## src/rtl/cycle_sequencer.sv

```systemverilog
// cycle_sequencer: one-hot T-state / M-cycle timing generator with wait-state
// stalling, HALT/wake handling and a sticky overrun flag.
module cycle_sequencer #(
    parameter int STEPS      = 4,
    parameter int MAX_CYCLES = 8,
    parameter int WAIT_STEP  = 1
) (
    input  logic                          i_Clk,
    input  logic                          i_Reset,
    input  logic                          i_Enable,
    input  logic                          i_Wait,
    input  logic                          i_Last_Cycle,
    input  logic                          i_Halt,
    input  logic                          i_Wake,
    output logic [STEPS-1:0]              o_Cycle_Step,
    output logic [MAX_CYCLES-1:0]         o_Cycle_Count,
    output logic [$clog2(MAX_CYCLES)-1:0] o_M_Index,
    output logic                          o_Cycle_End,
    output logic                          o_Instr_Start,
    output logic                          o_Halted,
    output logic                          o_Overrun
);
    localparam int MW = $clog2(MAX_CYCLES);
    typedef enum logic [1:0] {IDLE, RUN, HALTED} state_t;
    state_t                  state_q, state_d;
    logic [STEPS-1:0]        step_q, step_d;
    logic [MAX_CYCLES-1:0]   count_q, count_d;
    logic [MW-1:0]           idx_q, idx_d;
    logic                    overrun_q, overrun_d;
    logic                    run, stall;
    assign run           = state_q == RUN;
    assign stall         = run && step_q[WAIT_STEP] && i_Wait;
    assign o_Cycle_End   = run && step_q[STEPS-1] && !stall;
    assign o_Instr_Start = run && step_q[0] && count_q[0];
    assign o_Halted      = state_q == HALTED;
    assign o_Cycle_Step  = step_q;
    assign o_Cycle_Count = count_q;
    assign o_M_Index     = idx_q;
    assign o_Overrun     = overrun_q;
    // Vectors are cleared whenever RUN is left, so outputs come straight from the flops.
    always_comb begin
        state_d   = state_q;
        step_d    = step_q;
        count_d   = count_q;
        idx_d     = idx_q;
        overrun_d = overrun_q;
        case (state_q)
            IDLE: if (i_Enable) begin
                state_d = RUN;
                step_d  = STEPS'(1);
                count_d = MAX_CYCLES'(1);
                idx_d   = '0;
            end
            RUN: if (!stall) begin
                if (!step_q[STEPS-1]) begin
                    step_d = step_q << 1;
                end else if (!i_Enable || (i_Last_Cycle && i_Halt)) begin
                    state_d = i_Enable ? HALTED : IDLE;
                    step_d  = '0;
                    count_d = '0;
                    idx_d   = '0;
                end else if (i_Last_Cycle || count_q[MAX_CYCLES-1]) begin
                    step_d    = STEPS'(1);
                    count_d   = MAX_CYCLES'(1);
                    idx_d     = '0;
                    overrun_d = overrun_q | ~i_Last_Cycle;
                end else begin
                    step_d  = STEPS'(1);
                    count_d = count_q << 1;
                    idx_d   = idx_q + MW'(1);
                end
            end
            HALTED: if (!i_Enable) begin
                state_d = IDLE;
            end else if (i_Wake) begin
                state_d = RUN;
                step_d  = STEPS'(1);
                count_d = MAX_CYCLES'(1);
                idx_d   = '0;
            end
            default: state_d = IDLE;
        endcase
    end
    always_ff @(posedge i_Clk or posedge i_Reset) begin
        if (i_Reset) begin
            state_q   <= IDLE;
            step_q    <= '0;
            count_q   <= '0;
            idx_q     <= '0;
            overrun_q <= 1'b0;
        end else begin
            state_q   <= state_d;
            step_q    <= step_d;
            count_q   <= count_d;
            idx_q     <= idx_d;
            overrun_q <= overrun_d;
        end
    end
endmodule

```

## config.mk

```make
export PLATFORM = sky130hd
export DESIGN_NAME = cycle_sequencer
export DESIGN_NICKNAME = d
export VERILOG_FILES = /design/src/rtl/cycle_sequencer.sv
export SDC_FILE = /design/constraint.sdc
export NUM_CORES = 1
export LEC_CHECK = 0
export BUFFER_PORTS_ARGS = -buffer_cell sky130_fd_sc_hd__buf_2
export CAP_MARGIN = 30
export CORE_ASPECT_RATIO = 1.4
export CORE_UTILIZATION = 45
export DETAILED_ROUTE_END_ITERATION = 7
export GPL_TIMING_DRIVEN = 1
export PLACE_DENSITY = 0.7
export SETUP_SLACK_MARGIN = 0.5
export SLEW_MARGIN = 5
export SYNTH_ARGS = -nofsm -noshare
export SYNTH_HDL_FRONTEND = slang
export SYNTH_SLANG_ARGS = --single-unit
```

## constraint.sdc

```tcl
create_clock -name i_Clk -period 1.9 [get_ports i_Clk]
set_input_delay 0.475 -clock i_Clk [delete_from_list [all_inputs] [get_ports i_Clk]]
set_output_delay 0.475 -clock i_Clk [all_outputs]
set_load 0.03 [all_outputs]
```

### Word level (Yosys, flattened, before mapping)

Cells that the tools add are included.

| operators by class | value |
|---|---|
| $add $sub $neg | 1 |
| multiply operators | 0 |
| div/mod/pow operators | 0 |
| $lt $le $gt $ge | 0 |
| equality and inequality tests | 9 |
| shifts and indexed selects | 0 |
| muxes and demuxes | 31 |
| bitwise operators | 4 |
| reduce and logical (&&, ||, !) cells | 17 |

Operator list:

| operator | count |
|---|---|
| $mux W8 | 7 |
| $pmux W8 S3 | 1 |
| $mux W3 | 7 |
| $mux W4 | 5 |
| $reduce_and A5 Y1 | 3 |
| $mux W2 | 7 |
| $pmux W4 S3 | 1 |
| $ne A2 B2 Y1 const B | 5 |
| $pmux W3 S3 | 1 |
| $logic_and A1 B1 Y1 | 7 |
| $pmux W2 S3 | 1 |
| $reduce_and A6 Y1 | 1 |
| $add A3 B1 Y3 const B | 1 |
| $ne A3 B3 Y1 const B | 1 |
| $not A1 Y1 | 3 |
| $reduce_bool A3 Y1 | 1 |
| $eq A2 B1 Y1 const B | 1 |
| $eq A2 B2 Y1 const B | 1 |
| $logic_not A1 Y1 | 2 |
| $logic_not A2 Y1 | 1 |
| $logic_or A1 B1 Y1 | 2 |
| $ne A2 B1 Y1 const B | 1 |
| $mux W1 | 1 |
| $or A1 B1 Y1 | 1 |

| word-level totals | value |
|---|---|
| register bits after elaboration | 18 |
| latch bits | 0 |
| memory bits (writable) | 0 |
| ROM bits | 0 |
| bits of input ports | 7 |
| output and inout bits | 19 |
| word-level logic and storage cells | 67 |
| memories kept | 0 |

### Logic depth before layout (Yosys ltp)

Gate-level depths: netlist (run 1).

| depth | value |
|---|---|
| depth after elaboration | 6 |
| gate-level depth with buffers | 5 |
| mapped depth without buffers | 3 |

### Worst setup path before layout (run 1)

OpenSTA, ideal clock, no wires.

| path | value |
|---|---|
| path kind | flip-flop to flip-flop |
| start point | register step_q[3], in the netlist o_Cycle_Step[3] |
| end point | register count_q[1], in the netlist o_Cycle_Count[1] |
| setup time | 125 ps |
| arrival time | 1,661 ps |
| setup slack | 113 ps |
| cell stages (with the launch flop) | 5 |
| period minus slack after synthesis | 1,787 ps |
| path through | dfrtp_1 a21bo_4 a221oi_4 buf_8 mux2_4 |

| between the ends | value |
|---|---|
| longest elaborated chain between the ends | 2 |

RTL lines:

| item | RTL line | RTL |
|---|---|---|
| from (decl) | 26 | `logic [STEPS-1:0] step_q, step_d;` |
| from (signal assigned) | 93 | `step_q <= step_d;` |
| $ne A2 B2 Y1 (no source line) | -- |  |
| $reduce_and A6 Y1 (no source line) | -- |  |
| to (signal assigned) | 94 | `count_q <= count_d;` |
| to (decl) | 27 | `logic [MAX_CYCLES-1:0] count_q, count_d;` |

No other way between the ends.
A chain may end at the register's enable or synchronous reset.

### Final worst setup path (run 1)

| path | value |
|---|---|
| start point | register step_q[1], in the netlist o_Cycle_Step[1] |
| end point | output port o_Cycle_End |

| between the ends | value |
|---|---|
| longest elaborated chain between the ends | 4 |

RTL lines:

| item | RTL line | RTL |
|---|---|---|
| $logic_and A1 B1 Y1 (2 in a row) | 32 | `assign stall = run && step_q[WAIT_STEP] && i_Wait;` |
| $logic_not A1 Y1 | -- |  |
| $logic_and A1 B1 Y1 | 33 | `assign o_Cycle_End = run && step_q[STEPS-1] && !stall;` |
| to (decl) | 18 | `output logic o_Cycle_End,` |

No other way between the ends.

==> summary.md, run 1 <==
| Metric | Value |
|---|---|
| Nets | `146` |
| Die height | `58.2 µm` |
| Max_slew headroom | `74.9%` |
| Startpoint types | `flop` |
| CTS root buf | `clkbuf_4` |
| CTS Hold Buffers Added | `0` |
| RSZ-0062 raised after global routing | `yes` |
| Main synth FF type | `dfrtp_1` |
| Warnings from Yosys | `0` |
| Top layer in use | `met4` |
| First-pass GRT wire length | `4130 µm` |
| Final hold vios | `0` |
| DRT Wirelength | `2570 µm` |
| Final Setup Violations | `0` |
| Top cells by area, synth | `dfrtp_1 (44%), mux2_4 (7.4%), and3_1 (4.9%)` |
| Synthesis-to-layout area growth | `49.8%` |
| Routed len/inst | `16.2 µm` |
| Synth Net Count | `96` |
| Setup crit end kind | `output pin` |
| Final estimated routing congestion in global placement | `0.800` |
| Post-Place Cells | `135` |
| Post-DP HPWL | `1560 µm` |
| Total CTS buffers | `3` |
| # diodes | `0` |
| Via count | `881` |
| Post-synthesis sequential area ratio | `44.4%` |
| Global-route usage over all layers | `22.5%` |
| Post-synthesis cell count | `88` |
| CTS tree | `built` |
| DR WL met2 | `1440 µm` |
| Share of cells above drive strength 1 | `60.6%` |
| # rows | `20` |
| Clock Tree Buf Depth | `2` |
| Setup CP Type | `flop to output pin` |
| Synth unique cells | `35` |
| Synth top area share | `44.4%` |
| Layout Cells excl Fill | `159` |
| Vias in the first global route | `861` |
| Period utilization | `88.6%` |
| # H-tree levels | `1` |
| Max IR drop VDD | `0.000844 V` |
| Max cap viols | `0` |
| Min-delay worst type | `input port to asynchronous set/reset pin` |
| Fin. max-slew vios | `0` |
| Vias per cell | `5.54` |
| DIE WIDTH | `42.1 µm` |
| Outcome | `finished clean` |
| Post-Synthesis Cell Area | `0.00101 mm²` |
| CTS clk-pin slew, worst paths | `0.10 ns` |
| FF+latch count, synth | `18` |
| Filler instances | `154` |
| Layout Utilization | `70.6%` |
| DRT met1 WL | `1030 µm` |
| Initial antenna violation count | `0` |
| Clk sink count | `18` |
| DRC | `0` |
| Initial Utilization | `47.2%` |
| IO Port Bufs | `25` |
| Pleak | `0.807 nW` |
| Worst endpoint data arrival time | `1.21 ns` |
| Syn_area_per_cell | `11.5 µm²` |
| Core Footprint | `0.00215 mm²` |
| PD cells | `1400 mW/mm²` |
| Largest area contributor in the netlist | `dfrtp_1` |
| CP peak stage delay | `0.44 ns` |
| Clk Latency, worst-skew pair | `0.29 ns` |
| Routed wl met3 | `70 µm` |
| Drt first pass iters | `4` |
| Peak Freq | `594 MHz` |
| Worst slew pin tran | `0.375 ns` |
| DR iter-0 viols | `13` |
| Num ports | `26` |
| Antenna-violating nets left | `0` |
| Number of synthesized flops with an enable pin | `0` |
| Setup TNS | `0 ns` |
| Pin count of the biggest net entering global routing | `12` |
| Clock skew | `0.00328 ns` |
| Slowest library cell on the worst path | `dfrtp_2` |
| Die footprint | `0.00245 mm²` |
| Asr flop ratio synth | `100%` |
| Post-layout min period | `1.68 ns` |
| CP Cell Sequence | `a21bo_4 > nor2_4 > buf_6` |
| Grt ovf | `0` |
| Critical Path RT | `1.42 ns` |
| Crit Path Max Fanout | `4` |
## synth_stat cells (all sizes together), types with 2 or more instances
cell,n
dfrtp,18
and3,9
mux2,9
inv,5
a21oi,4
nor3b,4
buf,3
mux2i,3
nand2b,3
nor2b,3
and3b,2
clkbuf,2
nand2,2
nand3,2
nor2,2
o21a,2
## routing by layer
layer / track usage [%] / vias to the layer above
met5: 0 / -
met1: 27.1 / 437
met2: 40.0 / 25
li1: - / 415
met4: 11.2 / 0
met3: 2.18 / 4
## critical path: cells and delay by family (launching register included)
family          cells  cell delay, ns
flops               1            0.44
compound gates      1            0.25
buf+inv             1            0.13
simple gates        1            0.10
## logic make-up (layout without fill, tap and decap cells)
kind of cell             Yosys count  after routing  synth area share [%]
adder cells (fa/ha/maj)            1              1                  1.23
XOR/XNOR                           1              1                 0.863
multiplexers                      12             12                  14.8
AO/OA/AOI/OAI                     15             15                  13.7
flip-flops                        18             18                  44.4
AND/OR/NAND/NOR                   31             31                  19.7
buffers and inverters             10             59                  5.30
## cell type report
cell class | count | area, µm² | share of cell area (%)
clock buffer | 4 | 36.3 | 2.39
tap | 22 | 27.5 | 1.81
inverter | 5 | 18.8 | 1.23
sequential | 18 | 455 | 30.0
timing repair buffer | 50 | 380 | 25.0
multi-input combinational | 60 | 602 | 39.6
## path summary, 6_finish.rpt
check,slack [ns],cells after the start,from,end
min,0.12,2,i_Reset,o_M_Index[2]
min reg2reg,0.52,1,o_Overrun,o_Overrun
max in group asynchronous,1.32,3,i_Reset,o_Cycle_Count[4]
min in group i_Clk,0.49,2,i_Enable,state_q[1]
max reg2reg,0.26,5,state_q[0],o_Cycle_Count[3]
max,0.22,3,o_Cycle_Step[1],o_Cycle_End
## registers in the layout, indices dropped and copies added, names as in the netlist
name / cells
state_q: 2
o_Cycle_Count: 8
o_M_Index: 3
o_Overrun: 1
o_Cycle_Step: 4
## power breakdown
group          switching, mW  internal (mW)
Clock                  0.118          0.117
Combinational          0.630          0.720
Sequential            0.0768          0.474
## what timing repair did
action	CTS	global route
endpoints found under the setup margin	22	26
resized for setup	29	9
buffers inserted	14	5
pin swaps	5	2
gates cloned	1	0
## metrics by stage
stage	hold slack (ns)	power (mW)	worst slack, ns	instance area (µm²)
final	0.119	2.14	0.217	1520
after global routing	0.136	2.24	0.175	1520
after CTS	0.117	2.04	0.222	1470
after detailed placement	0.446	1.47	0.128	1200
after global placement	0.439	1.45	0.151	1200
after floorplan	0.413	1.27	0.221	1050
## placed cells by master, fill, tap and decap left out, types with 4 or more instances in the layout
cell | Yosys | final
nor3b_1 | 4 | 4
and3_1 | 8 | 7
dfrtp_1 | 18 | 14
buf_4 | 0 | 20
buf_2 | 2 | 16
inv_1 | 5 | 5
dfrtp_2 | 0 | 4
mux2_4 | 5 | 6
clkbuf_4 | 0 | 5
buf_6 | 0 | 12
Note: power is estimated with default switching activity, not from simulation.
==> inputs of run 2 (changes only) <==
GPL_TIMING_DRIVEN = 0   (was 1)
PLACE_DENSITY = 0.68   (was 0.7)
==> run 2 against run 1 <==
  * Fmax fell by 3.7%
  * Combinational power grew 5%
  * Register-to-register slack lost 0.02 ns
  * Clock power down 12%
  * Flip-flop and latch count did not move
  * Non-clock buffer count up 2
  * Cell area rose by 1.7%
  * Critical path depth increased by 1
  * Hold slack gained 0.14 ns
  * Worst setup slack got worse by 0.064 ns
  * Routed wire length fell by 1.6%
  * Critical endpoint is now o_Instr_Start
==> summary.md, run 2 (synthesis results as in run 1) <==
| Metric | Value |
|---|---|
| Outcome | `finished clean` |
| DRT Wirelength | `2530 µm` |
| CTS tree | `built` |
| IO Port Bufs | `24` |
| Synthesis-to-layout area growth | `52.4%` |
| DIE WIDTH | `42.1 µm` |
| Initial antenna violation count | `0` |
| Worst setup path start | `state_q[1]` |
| Clock Tree Buf Depth | `2` |
| Worst slew pin tran | `0.708 ns` |
| Final Setup Violations | `0` |
| Post-layout min period | `1.75 ns` |
| Die footprint | `0.00245 mm²` |
| Drt first pass iters | `4` |
| CTS Hold Buffers Added | `0` |
| First-pass GRT wire length | `3870 µm` |
| Clk Latency, worst-skew pair | `0.30 ns` |
| Die height | `58.2 µm` |
| RSZ-0062 raised after global routing | `yes` |
| DR iter-0 viols | `8` |
| Top layer in use | `met4` |
| Crit Path Max Fanout | `5` |
| Startpoint types | `flop` |
| Most common cell after layout, fill and taps aside | `buf_4` |
| Vias per cell | `5.59` |
| Peak Freq | `572 MHz` |
| Worst endpoint data arrival time | `1.27 ns` |
| DRC | `0` |
| Most frequent cells in the layout | `buf_4 (17), dfrtp_1 (16), buf_2 (15)` |
| Vias in the first global route | `831` |
| Initial Utilization | `47.2%` |
| Post-Place Cells | `134` |
| Routed wl met3 | `88 µm` |
| PD cells | `1400 mW/mm²` |
| Post-DP HPWL | `1470 µm` |
| Setup CP Type | `flop to output pin` |
| Critical Path RT | `1.42 ns` |
| # rows | `20` |
| Antenna-violating nets left | `0` |
| CTS clk-pin slew, worst paths | `0.10 ns` |
| DRT met1 WL | `985 µm` |
| Max reg flops | `8` |
| Pin count of the biggest net entering global routing | `19` |
| Routed len/inst | `15.7 µm` |
| Setup TNS | `0 ns` |
| Grt ovf | `0` |
| Global-route usage over all layers | `20.8%` |
| Clk sink count | `18` |
| # H-tree levels | `1` |
| # diodes | `0` |
| Max cap viols | `0` |
| Core Footprint | `0.00215 mm²` |
| Max IR drop VDD | `0.000641 V` |
| Pleak | `0.820 nW` |
| Share of cells above drive strength 1 | `59.0%` |
| Layout Cells excl Fill | `161` |
| CTS root buf | `clkbuf_4` |
| Min-delay worst type | `input port to asynchronous set/reset pin` |
| Via count | `900` |
| Period utilization | `91.9%` |
| Fin. max-slew vios | `0` |
| Max_slew headroom | `52.8%` |
| Total CTS buffers | `3` |
| Nets | `148` |
| Final hold vios | `0` |
| FF-to-FF Start | `state_q[0]` |
| Final estimated routing congestion in global placement | `0.761` |
| Setup crit end kind | `output pin` |
| Num ports | `26` |
| Layout Utilization | `71.9%` |
| Clock skew | `0.00243 ns` |
| DR WL met2 | `1400 µm` |
==> run 2: cell count changes in the layout (fill, tap and decap cells not counted), moves of 2 or more <==
cell,before,now
dfrtp_1,14,16
dfrtp_2,4,2
buf_6,12,14
buf_4,20,17
==> run 2: stage by stage <==
stage | total power, mW | setup WS [ns] | hold slack, ns | instance area [µm²]
finish | 2.17 | 0.153 | 0.262 | 1550
global route | 2.28 | 0.110 | 0.329 | 1550
CTS | 1.99 | 0.165 | 0.288 | 1430
detailed placement | 1.46 | 0.0469 | 0.467 | 1200
global placement | 1.45 | 0.0504 | 0.469 | 1200
floorplan | 1.27 | 0.221 | 0.413 | 1050
==> run 2: worst paths after layout <==
path                               endpoint  slack [ns]  depth (start not counted)
max reg2reg                    o_M_Index[0]        0.24                          5
max                           o_Instr_Start        0.15                          4
min reg2reg                       o_Overrun        0.50                          1
min                        o_Cycle_Count[1]        0.26                          2
max in group asynchronous   o_Cycle_Step[3]        1.15                          2
min in group i_Clk               state_q[1]        0.44                          2
==> run 2: area by class of cell <==
cell class	count	area [µm²]
tap	22	27.5
buffer	5	61.3
timing repair buffer	47	364
inverter	5	18.8
fill	155	606
clock buffer	4	26.3
sequential	18	453
multi-input combinational	60	596
==> run 2: where the power goes <==
group	switching [mW]	internal [mW]
logic	0.644	0.780
registers	0.0713	0.472
clock network	0.124	0.0821
total	0.839	1.33
==> run 2: repair_timing <==
item,in CTS,in global routing
buffers inserted,11,11
cloned,1,0
resized for setup,27,13
pin swaps,4,7
setup endpoints to repair,21,25
==> run 2: critical path, stage by stage, from the launching register on <==
cell and delay (ns):
dfrtp_1 0.38, clkbuf_8 0.15, nor2b_4 0.13, and3_4 0.18
buf_6 0.12
==> run 2: layer usage <==
metal | track usage [%] | vias to the layer above
met5 | 0 | -
met4 | 9.82 | 0
met3 | 2.80 | 5
met2 | 37.9 | 29
met1 | 23.8 | 443
li1 | - | 423
